### src/rtl/riscv_mmio_console.sv
// Memory-mapped console / test-status peripheral on the core data port.
// Byte stores to the TX register feed a FIFO drained over a valid/ready byte stream.
// The first full-word TOHOST store latches a sticky pass/fail result.
module riscv_mmio_console #(
    parameter logic [31:0] BASE_ADDR  = 32'h1000_0000,
    parameter int unsigned FIFO_DEPTH = 16,
    localparam int unsigned CNT_W     = $clog2(FIFO_DEPTH) + 1
) (
    input  logic        clk,
    input  logic        resetn,
    input  logic [31:0] d_addr,
    input  logic [31:0] d_wdata,
    input  logic [3:0]  d_be,
    input  logic        d_we,
    input  logic        d_re,
    output logic        d_ready,
    output logic [31:0] d_rdata,
    output logic        d_rvalid,
    output logic [7:0]  tx_data,
    output logic        tx_valid,
    input  logic        tx_ready,
    output logic        done,
    output logic        pass,
    output logic [30:0] fail_code
);

    localparam int unsigned PTR_W = $clog2(FIFO_DEPTH);

    typedef enum logic [1:0] {
        RegTx     = 2'd0,
        RegStatus = 2'd1,
        RegTohost = 2'd2,
        RegRsvd   = 2'd3
    } reg_e;

    logic [7:0]       mem_q [FIFO_DEPTH];
    logic [PTR_W-1:0] wr_ptr_q, wr_ptr_d;
    logic [PTR_W-1:0] rd_ptr_q, rd_ptr_d;
    logic [CNT_W-1:0] count_q, count_d;
    logic [31:0]      rdata_q, rdata_d;
    logic             rvalid_q, rvalid_d;
    logic             done_q, done_d;
    logic             pass_q, pass_d;
    logic [30:0]      fail_code_q, fail_code_d;

    logic sel;
    reg_e reg_idx;
    logic full, empty;
    logic tx_store, push, pop;

    assign sel      = (d_addr[31:4] == BASE_ADDR[31:4]);
    assign reg_idx  = reg_e'(d_addr[3:2]);
    assign full     = (count_q == CNT_W'(FIFO_DEPTH));
    assign empty    = (count_q == '0);
    assign tx_store = sel & d_we & (reg_idx == RegTx) & d_be[0];
    // Stall decision uses registered full, so a same-cycle pop cannot admit the store.
    assign push     = tx_store & ~full;
    assign pop      = ~empty & tx_ready;
    assign d_ready  = ~(tx_store & full);

    assign tx_valid  = ~empty;
    assign tx_data   = mem_q[rd_ptr_q];
    assign d_rdata   = rdata_q;
    assign d_rvalid  = rvalid_q;
    assign done      = done_q;
    assign pass      = pass_q;
    assign fail_code = fail_code_q;

    // Next-state for FIFO pointers, load response and TOHOST status.
    always_comb begin
        wr_ptr_d    = wr_ptr_q + PTR_W'(push);
        rd_ptr_d    = rd_ptr_q + PTR_W'(pop);
        count_d     = count_q + CNT_W'(push) - CNT_W'(pop);
        rvalid_d    = sel & d_re;
        rdata_d     = rdata_q;
        done_d      = done_q;
        pass_d      = pass_q;
        fail_code_d = fail_code_q;

        // STATUS reflects occupancy before this cycle's push/pop.
        if (sel && d_re) begin
            unique case (reg_idx)
                RegTx:     rdata_d = 32'h0;
                RegStatus: rdata_d = {14'h0, empty, full, 16'(count_q)};
                RegTohost: rdata_d = {pass_q, fail_code_q};
                RegRsvd:   rdata_d = 32'h0;
            endcase
        end

        if (sel && d_we && (reg_idx == RegTohost) && (d_be == 4'hF) && !done_q) begin
            done_d      = 1'b1;
            pass_d      = (d_wdata == 32'd1);
            fail_code_d = (d_wdata == 32'd1) ? 31'h0 : d_wdata[31:1];
        end
    end

    // Control and status state.
    always_ff @(posedge clk or negedge resetn) begin
        if (!resetn) begin
            wr_ptr_q    <= '0;
            rd_ptr_q    <= '0;
            count_q     <= '0;
            rdata_q     <= 32'h0;
            rvalid_q    <= 1'b0;
            done_q      <= 1'b0;
            pass_q      <= 1'b0;
            fail_code_q <= 31'h0;
        end else begin
            wr_ptr_q    <= wr_ptr_d;
            rd_ptr_q    <= rd_ptr_d;
            count_q     <= count_d;
            rdata_q     <= rdata_d;
            rvalid_q    <= rvalid_d;
            done_q      <= done_d;
            pass_q      <= pass_d;
            fail_code_q <= fail_code_d;
        end
    end

    // FIFO storage; contents are don't-care while their slot is not occupied.
    always_ff @(posedge clk) begin
        if (push) begin
            mem_q[wr_ptr_q] <= d_wdata[7:0];
        end
    end

endmodule
### config.mk
export PLATFORM = sky130hd
export DESIGN_NAME = riscv_mmio_console
export DESIGN_NICKNAME = d
export VERILOG_FILES = /design/src/rtl/riscv_mmio_console.sv
export SDC_FILE = /design/constraint.sdc
export NUM_CORES = 1
export LEC_CHECK = 0
export ABC_AREA = 1
export CAP_MARGIN = 0
export CORE_ASPECT_RATIO = 0.6
export CORE_UTILIZATION = 57
export DETAILED_ROUTE_END_ITERATION = 10
export PLACE_DENSITY = 0.85
export SLEW_MARGIN = 0
export SYNTH_ARGS = -nofsm -noshare
export SYNTH_HDL_FRONTEND = slang
export SYNTH_SLANG_ARGS = --single-unit
### constraint.sdc
create_clock -name clk -period 5.1 [get_ports clk]
set_clock_uncertainty 0.05 [all_clocks]
set_input_delay 1.275 -clock clk [delete_from_list [all_inputs] [get_ports clk]]
set_output_delay 1.275 -clock clk [all_outputs]
set_load 0.05 [all_outputs]
==> results.cfg <==
[sta]
rsz0062_at_grt = no
setup_violations = 0
finalHoldViolations = 0
tns_ps = 0
tightest_slew_ps = 1090
relSlewSlack_pct = 27.2
fmax_ghz = 0.225
fin_hold_ws_ps = 440
fin_crit_ps = 4440
drv_slew = 0
finalCritPeriodShare_pct = 87.1

[clock_network]
cts.sinks = 207
cts_inserted_buffers = 19
cts_tree = yes
clk_pin_slew_worst_paths_ps = 70
htreeDepth = 1
cts_root_buf = clkbuf_16
ctsHoldBuffers = 0
cts_buffer_depth = 3
postCtsResizedCells = 0
postCtsSetupBuffers = 0
worst_skew_pair.late_latency_ps = 490

[final_layout]
final_common_cell = nand2_1
syn_to_final_growth_pct = 25.2
final_cell_mix = 202 x nand2_1, 148 x nor2_1, 144 x clkdlybuf4s50_1
nNetsFinal = 1058
filler_cell_count = 989
layout-drive-gt1-share_pct = 5.17

[floorplan]
ios = 149
die_x_um = 162
dieArea_um2 = 15900
initial_core_util_pct = 59.6
rows = 34
core_area_um2 = 14800
die_y_um = 98.2

[pwr]
ir_drop_uv = 459
p_clk_share_pct = 29.9
p_sw_w = 0.00167
p_leak_nw = 4.29
combPwrFrac_pct = 31.0
seqPwrFrac_pct = 39.1
power.internal_w = 0.00314
switching_share_pct = 34.7
powerDensity_nw_per_um2 = 437

[drt]
wl_per_cell_um = 18.9
vias_per_cell = 5.77
final_antenna_net_count = 0
via_count = 6840
first_pass_iters = 5
routed_wl_um = 22400
drt_iter0_drc = 740
remaining_drc_errors = 0

[logic_synthesis]
synth_area_leaders = edfxtp_1 44%, dfrtp_1 22%, nand2_1 8.6%
seq_area_frac_synth_pct = 66.2
synth.distinct_cells = 31
synth_nets = 926
synth_top_cell_area_share_pct = 43.7
netlist_instances = 842
netlist_area_um2 = 8790
yosysWarnings = 0
synth_area_leader_cell = edfxtp_1
syn_avg_cell_area_um2 = 10.4
synth-seq-cells = 207

[job]
cap_violations = 0

[global_routing]
grt_max_degree = 80
grt_pass1_vias = 6593
grt_pass1_wl_um = 35000
antenna_found_initial = 0
grt_use_total_pct = 28.5
grt-ovfl-total = 0

[critical_path]
worstSetupEndpointType = primary output
crit_fanout = 20
worstSetupStartpointType = register
arrival_ps = 3120
cp.required_ps = 3770
critPathKind = reg2out

[placed_design]
port_buffers = 146
dp_hpwl_um = 14800
finalWeightedCongestion = 0.868

[status]
status = finished, final reports clean

[min_path]
hold_path.class = reg2reg
[through the flow]
stage / std cells / worst slack, ps / total power (W) / instance area, um^2 / util (%)
finish: 1185 / 656 / 0.00481 / 11000 / 74.6
floorplan: 842 / 1220 / 0.00287 / 8790 / -
global route: 1184 / 499 / 0.00500 / 11000 / 74.5
global placement: 1151 / 1010 / 0.00333 / 10400 / 70.4
CTS: 1184 / 651 / 0.00480 / 11000 / 74.5
detailed placement: 1151 / 956 / 0.00338 / 10400 / 70.4
[worst max-delay path, stage by stage, from the launching register on]
cell	delay [ps]
dfrtp_1	420
inv_2	330
buf_4	320
nor2_1	60
nor2_1	90
o21ai_0	90
o211ai_1	120
nand3_1	220
nand2_1	150
clkdlybuf4s50_1	810
[Yosys cell counts]
cell type    n
clkbuf_1    28
nand3_1     17
nand4_4      1
inv_1       24
nor2_1     148
nor3_2       1
clkinv_1     1
o211ai_1    28
o21ai_0     66
dfrtp_1     79
o221ai_1     1
xor2_1       8
or2_2        1
buf_6        3
ha_1        10
nor3b_1      1
nor2_4       1
a21oi_1      6
nand3b_1     1
or2_1        1
inv_2        2
nand3_2      1
nand2_1    202
buf_2       15
buf_1        1
nand4_1     37
o21ai_1     27
fa_1         1
nand2_2      1
o22ai_1      1
edfxtp_1   128
[final cells by class]
cell class              instances  area [um^2]  area share, %
inverters                      27          101          0.921
diodes                          1         2.50         0.0227
multi-input cells             561         2660           24.2
clock inverters                 8         88.8          0.807
flip-flops and latches        207         5820           52.9
well taps                     198          248           2.25
clock buffers                  25          528           4.80
repair buffers                158         1560           14.2
[routing by layer]
layer	global-route usage (%)	part of all wire (%)	vias to the layer above
met5	0	0	-
met4	5.95	1.5	0
met3	5.44	9.0	32
met2	43.0	45	360
met1	43.3	44	3293
li1	-	-	3155
[worst paths after layout]
path | from | to | slack [ps] | cells past startpoint
max in group asynchronous | resetn | fail_code[25]$_DFFE_PN0P_ | 3440 | 1
min in group asynchronous | resetn | d_rdata[19]$_DFFE_PN0P_ | 870 | 1
worst min register to register | d_rdata[27]$_DFFE_PN0P_ | d_rdata[27]$_DFFE_PN0P_ | 440 | 2
worst max register to register | count_q[2]$_DFF_PN0_ | count_q[4]$_DFF_PN0_ | 2220 | 12
worst min-delay path | d_rdata[27]$_DFFE_PN0P_ | d_rdata[27]$_DFFE_PN0P_ | 440 | 2
worst max-delay path | rd_ptr_q[0]$_DFF_PN0_ | tx_data[5] | 660 | 9
[state kept, by name, indices dropped and copies added, names as in the netlist]
name and flops:
d_rvalid 1, count_q 5, wr_ptr_q 4, fail_code 31
done 1, d_rdata 32, mem_q 128, rd_ptr_q 4
pass 1
[power by group through the flow]
stage	Combinational, W	Sequential, W	Clock, W
after global placement	0.00142	0.00191	0
after detailed placement	0.00147	0.00191	0
after global routing	0.00161	0.00188	0.00150
after CTS	0.00149	0.00188	0.00144
after floorplan	0.000999	0.00188	0
final	0.00149	0.00188	0.00143
[cells by family after synthesis]
group	count (synthesis)	synth area share, %
DFF	207	66.2
AOI/OAI and AO/OA	129	8.20
and+or+nand+nor	413	19.5
buffers and inverters	74	3.63
adders and majority gates	11	1.65
xor gates and xnor gates	8	0.797
No activity file was read; power rests on OpenSTA's default activity.
